==> src/rtl/mrv1_imem_bridge.sv <==
// Instruction-memory bridge: forwards fetch requests to memory, tracks every
// in-flight request (pc, twid) in an in-order queue, pairs in-order responses
// with their request, and drops responses for requests killed by a flush.
module mrv1_imem_bridge #(
  parameter int unsigned NUM_TW_P          = 8,
  parameter int unsigned MAX_OUTSTANDING_P = 4,
  localparam int unsigned TwidWidth        = $clog2(NUM_TW_P),
  localparam int unsigned CntWidth         = $clog2(MAX_OUTSTANDING_P + 1)
) (
  input  logic                 clk_i,
  input  logic                 rst_i,
  input  logic                 ifetch_req_vld_i,
  output logic                 ifetch_req_rdy_o,
  input  logic [31:0]          ifetch_req_addr_i,
  input  logic [TwidWidth-1:0] ifetch_req_twid_i,
  input  logic                 flush_i,
  output logic                 mem_req_vld_o,
  input  logic                 mem_req_rdy_i,
  output logic [31:0]          mem_req_addr_o,
  input  logic                 mem_resp_vld_i,
  input  logic [31:0]          mem_resp_data_i,
  output logic                 resp_vld_o,
  output logic [31:0]          resp_data_o,
  output logic [31:0]          resp_pc_o,
  output logic [TwidWidth-1:0] resp_twid_o,
  output logic [CntWidth-1:0]  outstanding_o,
  output logic                 proto_err_o
);

  localparam int unsigned PtrWidth = $clog2(MAX_OUTSTANDING_P);
  localparam logic [PtrWidth-1:0] PtrLast = PtrWidth'(MAX_OUTSTANDING_P - 1);
  localparam logic [CntWidth-1:0] CntFull = CntWidth'(MAX_OUTSTANDING_P);

  logic [31:0]          q_pc   [MAX_OUTSTANDING_P];
  logic [TwidWidth-1:0] q_twid [MAX_OUTSTANDING_P];
  logic [MAX_OUTSTANDING_P-1:0] q_kill;

  logic [PtrWidth-1:0] wr_ptr, rd_ptr;
  logic [CntWidth-1:0] count;
  logic                full, empty, accept, pop, deliver;

  // Request path and queue control, all from registered occupancy.
  always_comb begin
    full             = (count == CntFull);
    empty            = (count == '0);
    mem_req_vld_o    = ifetch_req_vld_i & ~full & ~flush_i;
    mem_req_addr_o   = ifetch_req_addr_i;
    ifetch_req_rdy_o = mem_req_rdy_i & ~full & ~flush_i;
    accept           = mem_req_vld_o & mem_req_rdy_i;
    pop              = mem_resp_vld_i & ~empty;
    // A flush in the pop cycle also kills the head being popped.
    deliver          = pop & ~q_kill[rd_ptr] & ~flush_i;
    outstanding_o    = count;
  end

  // Queue storage; payload needs no reset since kill/count gate its use.
  always_ff @(posedge clk_i) begin
    if (accept) begin
      q_pc[wr_ptr]   <= ifetch_req_addr_i;
      q_twid[wr_ptr] <= ifetch_req_twid_i;
    end
  end

  // Pointers, occupancy, kill bits, registered response and sticky error.
  always_ff @(posedge clk_i) begin
    if (rst_i) begin
      wr_ptr      <= '0;
      rd_ptr      <= '0;
      count       <= '0;
      q_kill      <= '0;
      resp_vld_o  <= 1'b0;
      resp_data_o <= '0;
      resp_pc_o   <= '0;
      resp_twid_o <= '0;
      proto_err_o <= 1'b0;
    end else begin
      if (accept) begin
        q_kill[wr_ptr] <= 1'b0;
        wr_ptr         <= (wr_ptr == PtrLast) ? '0 : wr_ptr + 1'b1;
      end
      if (pop) begin
        rd_ptr <= (rd_ptr == PtrLast) ? '0 : rd_ptr + 1'b1;
      end
      // accept never coincides with flush, so this cannot fight the push above.
      if (flush_i) begin
        q_kill <= '1;
      end
      if (accept && !pop) begin
        count <= count + 1'b1;
      end else if (pop && !accept) begin
        count <= count - 1'b1;
      end
      resp_vld_o <= deliver;
      if (deliver) begin
        resp_data_o <= mem_resp_data_i;
        resp_pc_o   <= q_pc[rd_ptr];
        resp_twid_o <= q_twid[rd_ptr];
      end
      if (mem_resp_vld_i && empty) begin
        proto_err_o <= 1'b1;
      end
    end
  end

endmodule

==> config.mk <==
export PLATFORM = sky130hd
export DESIGN_NAME = mrv1_imem_bridge
export DESIGN_NICKNAME = d
export VERILOG_FILES = /design/src/rtl/mrv1_imem_bridge.sv
export SDC_FILE = /design/constraint.sdc
export NUM_CORES = 1
export LEC_CHECK = 0
export CAP_MARGIN = 10
export CORE_ASPECT_RATIO = 0.6
export CORE_MARGIN = 10
export CORE_UTILIZATION = 48
export CTS_BUF_LIST = sky130_fd_sc_hd__clkbuf_4 sky130_fd_sc_hd__clkbuf_8
export DETAILED_ROUTE_END_ITERATION = 10
export PLACE_DENSITY_LB_ADDON = 0.05
export SLEW_MARGIN = 5
export SYNTH_ARGS = -nofsm -noshare
export SYNTH_HDL_FRONTEND = slang
export SYNTH_SLANG_ARGS = --single-unit
==> constraint.sdc <==
create_clock -name clk_i -period 2.55 [get_ports clk_i]
set_clock_uncertainty 0.15 [all_clocks]
set_input_delay 0.255 -clock clk_i [delete_from_list [all_inputs] [get_ports clk_i]]
set_output_delay 0.255 -clock clk_i [all_outputs]
set_load 0.01 [all_outputs]
== After elaboration in Yosys (flattened, before gate mapping) ==
Memories as Yosys holds them, arrays and structs flattened. A register that Yosys moved wholly into a read port is not among the register bits.
Cells that the tools add are included.

* Register bits: 45
* Memory bits (writable): 140
* Input port bits: 73
* Output and inout bits: 106
* Logic and storage cells: 54
* Memories: 2

{| class="wikitable"
|+ Memories
! memory !! depth !! bits a word !! read ports !! clocked after memory_dff !! wr ports !! RTL line !! RTL
|-
| q_pc || 4 || 32 || 1 || 1 || 1 || 34 || <nowiki>logic [31:0] q_pc [MAX_OUTSTANDING_P];</nowiki>
|-
| q_twid || 4 || 3 || 1 || 1 || 1 || 35 || <nowiki>logic [TwidWidth-1:0] q_twid [MAX_OUTSTANDING_P];</nowiki>
|}

* Add/sub/neg operators: 4
* $lt $le $gt $ge: 3
* Equal/unequal tests: 3
* Multiplexer cells: 12
* Bitwise gates (word level): 14
* Reductions and logical operators: 9

{| class="wikitable"
|+ Operators by type and width
! operator !! number
|-
| $and 1x1->1 || 8
|-
| $mux 4 || 2
|-
| $lt 2x3->1 const B || 2
|-
| $mux 3 || 2
|-
| $add 2x1->2 const B || 2
|-
| $and 4x4->4 || 1
|-
| $eq 2x2->1 const B || 2
|-
| $logic_and 1x1->1 || 4
|-
| $mux 1 || 4
|-
| $mux 2 || 2
|-
| $not 1->1 || 4
|-
| $not 4->4 || 1
|-
| $reduce_bool 2->1 || 2
|-
| $add 3x1->3 const B || 1
|-
| $eq 3x3->1 const B || 1
|-
| $logic_not 3->1 || 1
|-
| $sub 3x1->3 const B || 1
|-
| $bmux 1 s2 || 1
|-
| $demux 1 s2 || 1
|-
| $ge 2x1->1 const B || 1
|-
| $logic_not 1->1 || 2
|}

== Depth between registers and ports, before layout ==
Gate-level depths: netlist of run 1.

* Word-level depth: 9
* Gate-level depth with buffers: 9

== Least setup slack after synthesis of run 1 ==
No wires, ideal clock.

* Kind: reg2reg
* Start: reg count[0] (netlist: outstanding_o[0])
* End: mem q_pc[0][0], enable pin
* Library setup time: 0.395 ns
* Data arrival time: 2.129 ns
* Slack: -0.124 ns
* Cell stages (with the launch flop): 5
* Buffers on the path: 1
* Path through: dfxtp_1 nor3b_1 nor4bb_1 clkbuf_1 and2_1

* Longest elaborated chain between the ends: 7

{| class="wikitable"
|+ RTL lines
! element !! RTL line !! RTL
|-
| start, declared || 39 || <nowiki>logic [CntWidth-1:0] count;</nowiki>
|-
| start signal, assigned || 89 || <nowiki>count <= count + 1'b1;</nowiki>
|-
| start signal, assigned || 91 || <nowiki>count <= count - 1'b1;</nowiki>
|-
| $eq 3x3->1 || 44 || <nowiki>full = (count == CntFull);</nowiki>
|-
| $not 1->1 || 46 || <nowiki>mem_req_vld_o = ifetch_req_vld_i & ~full & ~flush_i;</nowiki>
|-
| $and 1x1->1 (2 in a row) || 46 ||
|-
| $and 1x1->1 || 49 || <nowiki>accept = mem_req_vld_o & mem_req_rdy_i;</nowiki>
|-
| net accept || 40 || <nowiki>logic full, empty, accept, pop, deliver;</nowiki>
|-
| $mux 1 || 58 || <nowiki>if (accept) begin</nowiki>
|-
| $mux 1 (not written as such) || 59 || <nowiki>q_pc[wr_ptr] <= ifetch_req_addr_i;</nowiki>
|-
| end, declared || 34 ||
|}

The timed path passes the listed nets, and every way through them passes these cells.

== Worst setup path in the final report of run 1 ==
* Start: reg count[2] (netlist: outstanding_o[2])
* End: reg count[2] (netlist: outstanding_o[2])

* Longest elaborated chain between the ends: 8
* Elaborated cells on any way between the ends: 17

{| class="wikitable"
|+ RTL lines
! element !! RTL line !! RTL
|-
| $eq 3x3->1 || 44 ||
|-
| $not 1->1 || 46 ||
|-
| $and 1x1->1 (2 in a row) || 46 ||
|-
| $and 1x1->1 || 49 ||
|-
| $logic_not 1->1 || 90 || <nowiki>end else if (pop && !accept) begin</nowiki>
|-
| $logic_and 1x1->1 || 90 ||
|-
| $reduce_bool 2->1 (no source line) || - ||
|}

Parallel ways exist; a longest one is shown, timed or not. The select of a mux whose other input is x is not followed.
A chain may end at the register's enable or synchronous reset.

==> results of run 1 <==
## cell families (layout without fill, tap and decap cells)
logic type | after synthesis | in the layout | synth area share
buffers and inverters | 82 | 268 | 0.05267
XOR/XNOR | 2 | 2 | 0.001956
adder cells (fa/ha/maj) | 7 | 7 | 0.01062
other | 0 | 1 | 0
AO/OA/AOI/OAI | 79 | 79 | 0.05532
AND/OR/NAND/NOR | 126 | 126 | 0.1003
multiplexers | 72 | 72 | 0.1309
flip-flops | 220 | 220 | 0.6482
## worst min-delay path by stage
stage	startpoint	endpoint	slack, ns	cells after the start
6_report	mem_resp_data_i[6]	resp_data_o[6]$_SDFFE_PP0P_	0.18	3
2_1_floorplan	ifetch_req_addr_i[0]	q_pc[0][0]$_DFFE_PP_	0.20	0
4_1_cts	mem_resp_data_i[6]	resp_data_o[6]$_SDFFE_PP0P_	0.14	3
5_1_grt	mem_resp_data_i[6]	resp_data_o[6]$_SDFFE_PP0P_	0.16	3
3_5_place_dp	resp_pc_o[30]$_SDFFE_PP0P_	resp_pc_o[30]$_SDFFE_PP0P_	0.31	2
3_3_place_gp	resp_pc_o[2]$_SDFFE_PP0P_	resp_pc_o[2]$_SDFFE_PP0P_	0.30	2
## critical path, delay by kind of cell (launching register included)
kind	cells	cell delay [ns]
flip-flops	1	0.31
AND/OR/NAND/NOR	3	0.95
adder cells (fa/ha/maj)	2	0.46
XOR/XNOR	1	0.16
AO/OA/AOI/OAI	1	0.13
buffers and inverters	2	0.26
## cell usage after synthesis
cell | n | area [um^2]
o31ai_1 | 36 | 270.3
or4b_1 | 35 | 350.3
edfxtp_1 | 140 | 4204
mux4_2 | 36 | 810.8
and2_1 | 6 | 37.54
nand2_1 | 1 | 3.750
nor3b_1 | 1 | 7.510
ha_1 | 6 | 75.07
nor2_1 | 10 | 37.54
o21ai_0 | 1 | 5.000
nand2b_1 | 66 | 412.9
dfxtp_1 | 80 | 1602
nor4bb_1 | 1 | 10.01
or3_1 | 2 | 12.51
mux2_2 | 1 | 11.26
clkbuf_1 | 34 | 127.6
nor4_1 | 1 | 6.260
buf_2 | 2 | 10.01
buf_1 | 3 | 11.26
mux2i_1 | 35 | 350.3
a211oi_1 | 4 | 30.03
inv_1 | 3 | 11.26
buf_4 | 37 | 277.8
fa_1 | 1 | 20.02
nor3_2 | 1 | 10.01
nor3_1 | 2 | 10.01
a21oi_1 | 38 | 190.2
xor2_1 | 2 | 17.52
buf_6 | 3 | 33.78
## report_power, final
group          internal [mW]  switching, mW
combinational           1.07          0.979
clock                   1.64           1.32
sequential              4.01          0.118
## metal layers
| layer | up-vias | routed length (um) |
|---|---|---|
| met1 | 2750 | 9079 |
| met5 | - | 0 |
| met2 | 129 | 10210 |
| met3 | 24 | 1300 |
| li1 | 2554 | - |
| met4 | 0 | 248 |
## layout make-up
class                   instances  area, um^2
well taps                     240       300.3
multi-input cells             286        2723
fillers                      1342        6615
clock inverters                10       43.79
clock buffers                  52       653.1
inverters                       3       11.26
diodes                          1       2.502
repair buffers                203        2049
flip-flops and latches        220        5812
## registers in the layout (all words and copies together) (netlist names)
register and flops:
proto_err_o 1, wr_ptr 2, q_twid 12, q_pc 128, resp_data_o 32, resp_vld_o 1
resp_twid_o 3, rd_ptr 2, outstanding_o 3, q_kill 4, resp_pc_o 32
## timing repair
item                       4_1_cts  5_1_grt
setup endpoints to repair        1        1
setup buffers                    1        0
pin swaps                        1        3
gates resized for setup          1        4
==> flow_summary.yaml, run 1 <==
timing:
  max_slew_margin: 0.4496
  setup_viol: 0
  period_share: 0.9802
  finalSetupTns_ns: 0
  timing.fmax_mhz: 400.1
  setup_slack_ns: 0.05054
  final_hold_viol_count: 0
  whs_ns: 0.1754
  tightest_slew_ns: 0.8256
  slew_violations: 0
  rsz0062_at_grt: "false"
  fin_crit_ns: 2.499
cells_and_area:
  syn_to_final_growth_pct: 29.46
  drive_above_1_share: 0.1693
  final_common_cell: "clkdlybuf4s50_1"
  postLayoutCoreUtil: 0.6367
  finish.instance_area_um2: 11590
  fin_cells: 1015
  nNetsFinal: 829
  final_cell_mix: "clkdlybuf4s50_1 (176), edfxtp_1 (140), dfxtp_1 (77)"
global_route:
  use_met3: 0.04875
  grt_max_degree: 97
  grt_overflow: 0
  antenna_found_initial: 0
  grtUsageMet2: 0.2677
  grt_pass1_vias: 5897
  grt_pass1_wl_mm: 32.57
  grt_usage: 0.1632
  grt-busiest-layer: "met2"
  grt_use_met1: 0.2080
clock_tree:
  root_buffer: "clkbuf_8"
  clock-sinks: 220
  hold_buffers: 0
  cts_tree: "built"
  path_clk_slew_ns: 0.06
  h-tree-depth: 2
  clk_latency_ns: 0.50
  cts-buffers-inserted: 35
  cts_buffer_depth: 3
worst_setup_path:
  cp_data_arrival_time_ns: 2.76
  cp-end-kind: "register"
  rr_endpoint: "outstanding_o[2]$_SDFFE_PP0P_"
  critPathLaunchType: "register"
  crit_chain: "nor3b_1 -> nor4bb_1 -> buf_4 -> ha_4 -> inv_1 -> fa_2 -> xor2_1 -> or3_1 -> a21oi_2"
  cpMaxStageDelayCell: "nor4bb_1"
  cp_data_required_time_ns: 2.81
  crit_start: "outstanding_o[2]$_SDFFE_PP0P_"
  ff2ff_setup_slack_ns: 0.05
  path_class: "register to register"
  slowest_delay_ns: 0.39
  r2r_cells: 9
  regToRegStartpoint: "outstanding_o[2]$_SDFFE_PP0P_"
  worstSetupEndpoint: "outstanding_o[2]$_SDFFE_PP0P_"
  critPathMaxFanout: 2
worst_hold_path:
  worstHoldPathType: "primary input to register"
die:
  io_pins: 179
  coreArea_um2: 18210
  die_h_um: 125.8
  rows: 38
  die_area_um2: 24700
  dieWidth_um: 196.3
  initial_core_util: 0.4918
drt:
  wire_per_inst_um: 20.53
  drc_errors: 0
  vias: 5457
  ant_nets: 0
  drt_iter0_markers: 239
  drt_first_pass_iters: 4
  vias_per_cell: 5.376
  routed_wl_mm: 20.84
pwr:
  power_leakage_nw: 3.796
  power_mw: 9.132
  max-vdd-ir-drop_v: 0.0004649
  power_density_nw_per_um2: 787.6
synthesis:
  syn_area_um2: 8956
  syn-mean-instance-area_um2: 15.23
  synth_fp_nets: 668
  ys_ff_latch: 220
  synthCells: 588
  seq_area_frac_synth: 0.6482
  yosysUniqueCellTypes: 29
  yosys_warnings: 0
placed_design:
  place_congestion: 0.8014
  place_inst: 951
  pre_cts_slack_ns: -0.2083
  port_buffers: 178
  dp_hpwl_mm: 13.06
  dpl_cell_area_um2: 10870
run_status:
  status: "complete, no violations"
job:
  cap_violations: 0
No activity file was read; power rests on OpenSTA's default activity.
==> inputs of run 2 (changes only) <==
- CORE_MARGIN: 10 -> 8
- CTS_CLUSTER_DIAMETER: default -> 100
- SETUP_SLACK_MARGIN: default -> 0.5
==> flow_summary.yaml, run 2 (same netlist as run 1, synthesis figures left out) <==
placed_design:
  place_congestion: 0.7167
  dpl_cell_area_um2: 10880
  dp_hpwl_mm: 12.98
  port_buffers: 178
worst_setup_path:
  regToRegStartpoint: "outstanding_o[2]$_SDFFE_PP0P_"
  cp_data_arrival_time_ns: 2.53
  slowest_delay_ns: 0.35
  r2r_cells: 9
  cp_top_family: "simple AND/OR/NAND/NOR gates"
  ff2ff_setup_slack_ns: 0.28
  path_class: "register to register"
  cpMaxStageDelayCell: "fa_2"
  crit_chain: "nor3b_4 -> nor4bb_1 -> buf_4 -> ha_4 -> inv_2 -> fa_2 -> xor2_2 -> or3_1 -> a21oi_1"
  cp-end-kind: "register"
  critPathLaunchType: "register"
  critPathMaxFanout: 2
  rr_endpoint: "outstanding_o[2]$_SDFFE_PP0P_"
  cp_data_required_time_ns: 2.81
  cp_num_buf_inv: 2
global_route:
  grt_pass1_vias: 5721
  antenna_found_initial: 0
  grt_usage: 0.1717
  grt_max_degree: 98
  grt_overflow: 0
  grt_pass1_wl_mm: 31.81
die:
  io_pins: 179
  initial_core_util: 0.4931
  dieWidth_um: 192.3
  die_h_um: 121.8
  rows: 38
  coreArea_um2: 18160
  die_area_um2: 23430
clock_tree:
  root_buffer: "clkbuf_8"
  clock-sinks: 220
  h-tree-depth: 2
  cts_tree: "built"
  path_clk_slew_ns: 0.07
  clk_latency_ns: 0.50
  cts_buffer_depth: 3
  cts-buffers-inserted: 34
  hold_buffers: 0
cells_and_area:
  final_common_cell: "clkdlybuf4s50_1"
  top_register: "q_pc"
  seq_area_um2: 5822
  drive_above_1_share: 0.2327
  fillers: 1321
  largest_reg_flops: 128
  syn_to_final_growth_pct: 35.55
  finish.instance_area_um2: 12140
  nNetsFinal: 849
  final_cell_mix: "clkdlybuf4s50_1 (174), edfxtp_1 (140), dfxtp_1 (75)"
  diodes: 0
  multi_input_area_um2: 2851
  reg_top3: "q_pc x128, resp_data_o x32, resp_pc_o x32"
worst_hold_path:
  holdPathEnd: "resp_data_o[19]$_SDFFE_PP0P_"
  worstHoldPathType: "primary input to register"
  min_path_cells: 3
  hold_path.startpoint: "mem_resp_data_i[19]"
job:
  cap_violations: 0
timing:
  tightest_slew_ns: 0.8814
  max_slew_margin: 0.4124
  fin_crit_ns: 2.272
  whs_ns: 0.1867
  rsz0062_at_grt: "true"
  setup_viol: 0
  finalSetupTns_ns: 0
  timing.fmax_mhz: 440.2
  final_hold_viol_count: 0
  period_share: 0.8908
  slew_violations: 0
drt:
  vias_per_cell: 5.383
  wire_per_inst_um: 21.23
  ant_nets: 0
  vias: 5571
  drt_first_pass_iters: 4
  drc_errors: 0
  routed_wl_mm: 21.97
  drt_iter0_markers: 295
run_status:
  status: "complete, no violations"
pwr:
  power_leakage_nw: 4.024
  max-vdd-ir-drop_v: 0.0005953
  power_density_nw_per_um2: 803.9
## run 2: cell count changes in the layout (fill, tap and decap cells not counted), moves of 5 or more
cell	previous run	this run
a21oi_2	1	13
a21oi_1	37	25
or4b_1	35	22
or4b_4	0	13
buf_12	7	12
buf_4	19	25
clkbuf_16	0	7
## run 2: per-layer routing
metal	global-route usage	vias to the layer above	share of wire	wire length, um
met5	0	-	0	0
met4	0.03612	0	0.011	252
met3	0.04281	24	0.066	1453
met2	0.2805	163	0.49	10720
met1	0.2313	2799	0.43	9540
li1	-	2585	-	-
## run 2: where the power goes
group / total [mW] / internal [mW] / switching (mW) / leakage [nW]
Clock: 3.13 / 1.79 / 1.33 / 0.387
Sequential: 4.14 / 4.01 / 0.130 / 1.92
Combinational: 2.49 / 1.37 / 1.11 / 1.72
Total: 9.76 / 7.18 / 2.58 / 4.02
## run 2: worst max path at each step
stage | to | start | depth (start not counted)
finish | outstanding_o[2]$_SDFFE_PP0P_ | outstanding_o[2]$_SDFFE_PP0P_ | 9
global route | outstanding_o[2]$_SDFFE_PP0P_ | outstanding_o[2]$_SDFFE_PP0P_ | 9
CTS | outstanding_o[2]$_SDFFE_PP0P_ | outstanding_o[2]$_SDFFE_PP0P_ | 9
detailed placement | outstanding_o[2]$_SDFFE_PP0P_ | mem_req_rdy_i | 9
global placement | outstanding_o[2]$_SDFFE_PP0P_ | mem_req_rdy_i | 9
floorplan | outstanding_o[2]$_SDFFE_PP0P_ | outstanding_o[2]$_SDFFE_PP0P_ | 9
## run 2: worst reg2reg max path, cell delays in order (launching register included)
cell      delay (ns)
dfxtp_4         0.34
nor3b_4         0.15
nor4bb_1        0.26
buf_4           0.18
ha_4            0.13
inv_2           0.03
fa_2            0.35
xor2_2          0.16
or3_1           0.32
a21oi_1         0.12
## run 2: layout make-up
type / count / share of cell area
Clock buffer: 50 / 0.05205
Clock inverter: 12 / 0.008348
Inverter: 3 / 0.0009275
Multi-Input combinational cell: 286 / 0.2349
Sequential cell: 220 / 0.4795
Tap cell: 240 / 0.02473
Timing Repair Buffer: 224 / 0.1995
## run 2: repair_timing
| item | CTS | global route |
|---|---|---|
| gates resized for setup | 8 | 42 |
| pin swaps | 3 | 7 |
| setup endpoints to repair | 80 | 63 |
| cloned | 2 | 7 |
| setup buffers | 5 | 10 |
## run 2: stage by stage
stage,utilization,std cells,power [mW],setup slack [ns]
2_1_floorplan,-,588,5.465,0.1874
3_3_place_gp,0.5989,949,6.184,0.08929
3_5_place_dp,0.5989,949,6.228,0.03119
4_1_cts,0.6466,1018,9.471,0.2842
5_1_grt,0.6684,1035,10.17,0.2347
6_report,0.6684,1035,9.759,0.2785
==> inputs of run 3 (changes only) <==
- RECOVER_POWER: default -> 50
- SLEW_MARGIN: 5 -> 25
==> flow_summary.yaml, run 3 (same netlist as run 1, synthesis figures left out) <==
clock_tree:
  cts_tree: "built"
  cts-buffers-inserted: 34
  cts_buffer_depth: 3
  path_clk_slew_ns: 0.07
  hold_buffers: 0
  h-tree-depth: 2
  clock-sinks: 220
  clk_latency_ns: 0.50
  root_buffer: "clkbuf_8"
drt:
  wire_per_inst_um: 21.16
  vias_per_cell: 5.415
  drc_errors: 0
  vias: 5605
  routed_wl_mm: 21.90
  drt_iter0_markers: 321
  ant_nets: 0
  drt_first_pass_iters: 5
cells_and_area:
  nNetsFinal: 849
  largest_reg_flops: 128
  syn_to_final_growth_pct: 35.50
  final_common_cell: "edfxtp_1"
  final_cell_mix: "edfxtp_1 (140), dlygate4sd3_1 (119), dfxtp_1 (75)"
  reg_top3: "q_pc x128, resp_data_o x32, resp_pc_o x32"
  diodes: 0
  top_register: "q_pc"
  drive_above_1_share: 0.2327
global_route:
  antenna_found_initial: 0
  grt_overflow: 0
  grt_pass1_wl_mm: 31.81
  grt_pass1_vias: 5721
  grt_usage: 0.1717
  grt_max_degree: 98
pwr:
  power_leakage_nw: 4.236
  max-vdd-ir-drop_v: 0.0005918
  power_density_nw_per_um2: 798.4
worst_setup_path:
  cp_data_required_time_ns: 2.80
  rr_endpoint: "outstanding_o[2]$_SDFFE_PP0P_"
  ff2ff_setup_slack_ns: 0.26
  critPathMaxFanout: 2
  regToRegStartpoint: "outstanding_o[2]$_SDFFE_PP0P_"
  path_class: "register to register"
  cp-end-kind: "register"
  critPathLaunchType: "register"
  r2r_cells: 9
  cp_data_arrival_time_ns: 2.54
die:
  io_pins: 179
  dieWidth_um: 192.3
  die_area_um2: 23430
  rows: 38
  coreArea_um2: 18160
  initial_core_util: 0.4931
  die_h_um: 121.8
timing:
  tightest_slew_ns: 1.738
  period_share: 0.8962
  setup_viol: 0
  timing.fmax_mhz: 437.6
  rsz0062_at_grt: "true"
  whs_ns: 0.1860
  fin_crit_ns: 2.285
  slew_violations: 98
  setup_slack_ns: 0.2647
  final_hold_viol_count: 0
  max_slew_margin: -0.1588
  finalSetupTns_ns: 0
worst_hold_path:
  holdPathEnd: "resp_data_o[19]$_SDFFE_PP0P_"
  worstHoldPathType: "primary input to register"
  hold_path.startpoint: "mem_resp_data_i[19]"
  min_path_cells: 3
placed_design:
  port_buffers: 178
  dp_hpwl_mm: 12.98
  place_congestion: 0.7167
  pre_cts_slack_ns: 0.03119
run_status:
  violations: "max-capacitance violations, max-slew violations"
  status: "finished, violations left"
job:
  cap_violations: 1
[run 3: cell count changes in the layout (fill, tap and decap cells not counted), sizes merged]
| cell | before | now |
|---|---|---|
| buf | 41 | 39 |
| clkdlybuf4s50 | 174 | 55 |
| clkbuf | 57 | 59 |
| dlygate4sd3 | 0 | 119 |
[run 3: worst max-delay path by stage]
stage	startpoint	end	slack, ns	cells after the start
after floorplan	outstanding_o[2]$_SDFFE_PP0P_	outstanding_o[2]$_SDFFE_PP0P_	0.19	9
after global placement	mem_req_rdy_i	outstanding_o[2]$_SDFFE_PP0P_	0.09	9
after detailed placement	mem_req_rdy_i	outstanding_o[2]$_SDFFE_PP0P_	0.03	9
after CTS	outstanding_o[2]$_SDFFE_PP0P_	outstanding_o[2]$_SDFFE_PP0P_	0.28	9
after global routing	outstanding_o[2]$_SDFFE_PP0P_	outstanding_o[2]$_SDFFE_PP0P_	0.23	9
final	outstanding_o[2]$_SDFFE_PP0P_	outstanding_o[2]$_SDFFE_PP0P_	0.26	9
[run 3: per-stage QoR]
step           std cells  utilization  total power [mW]  area (um^2)
2_1_floorplan        588            -             5.465         8997
3_3_place_gp         949       0.5989             6.184        10880
3_5_place_dp         949       0.5989             6.228        10880
4_1_cts             1018       0.6466             9.471        11740
5_1_grt             1035       0.6682             10.11        12140
6_report            1035       0.6682             9.689        12140
[run 3: layout make-up]
| cell class | instances | area [um^2] |
|---|---|---|
| Clock buffer | 50 | 631.9 |
| Clock inverter | 12 | 101.3 |
| Fill cell | 1322 | 6027 |
| Inverter | 3 | 11.26 |
| Multi-Input combinational cell | 286 | 2851 |
| Sequential cell | 220 | 5822 |
| Tap cell | 240 | 300.3 |
| Timing Repair Buffer | 224 | 2417 |
[run 3: metal layers]
| metal | wire, um | track usage | vias up |
|---|---|---|---|
| met2 | 10660 | 0.2805 | 156 |
| met1 | 9618 | 0.2313 | 2834 |
| met5 | 0 | 0 | - |
| met4 | 240 | 0.03612 | 0 |
| li1 | - | - | 2593 |
| met3 | 1386 | 0.04281 | 22 |
[run 3: timing repair]
action                                  CTS  global route
pin swaps                                 3             7
gates cloned                              2             7
endpoints found under the setup margin   80            63
gates resized for setup                   8            42
setup buffers                             5            10
[run 3: worst max-delay path: stages (launching register included)]
cell      delay (ns)
dfxtp_4         0.34
nor3b_4         0.15
nor4bb_1        0.27
buf_4           0.18
ha_4            0.13
inv_2           0.03
fa_2            0.35
xor2_2          0.16
or3_1           0.32
a21oi_1         0.12
[run 3: report_power, final]
part           leakage [nW]  switching [mW]  internal, mW
logic                  1.93            1.11          1.31
clock network         0.387            1.33          1.79
registers              1.92           0.124          4.01
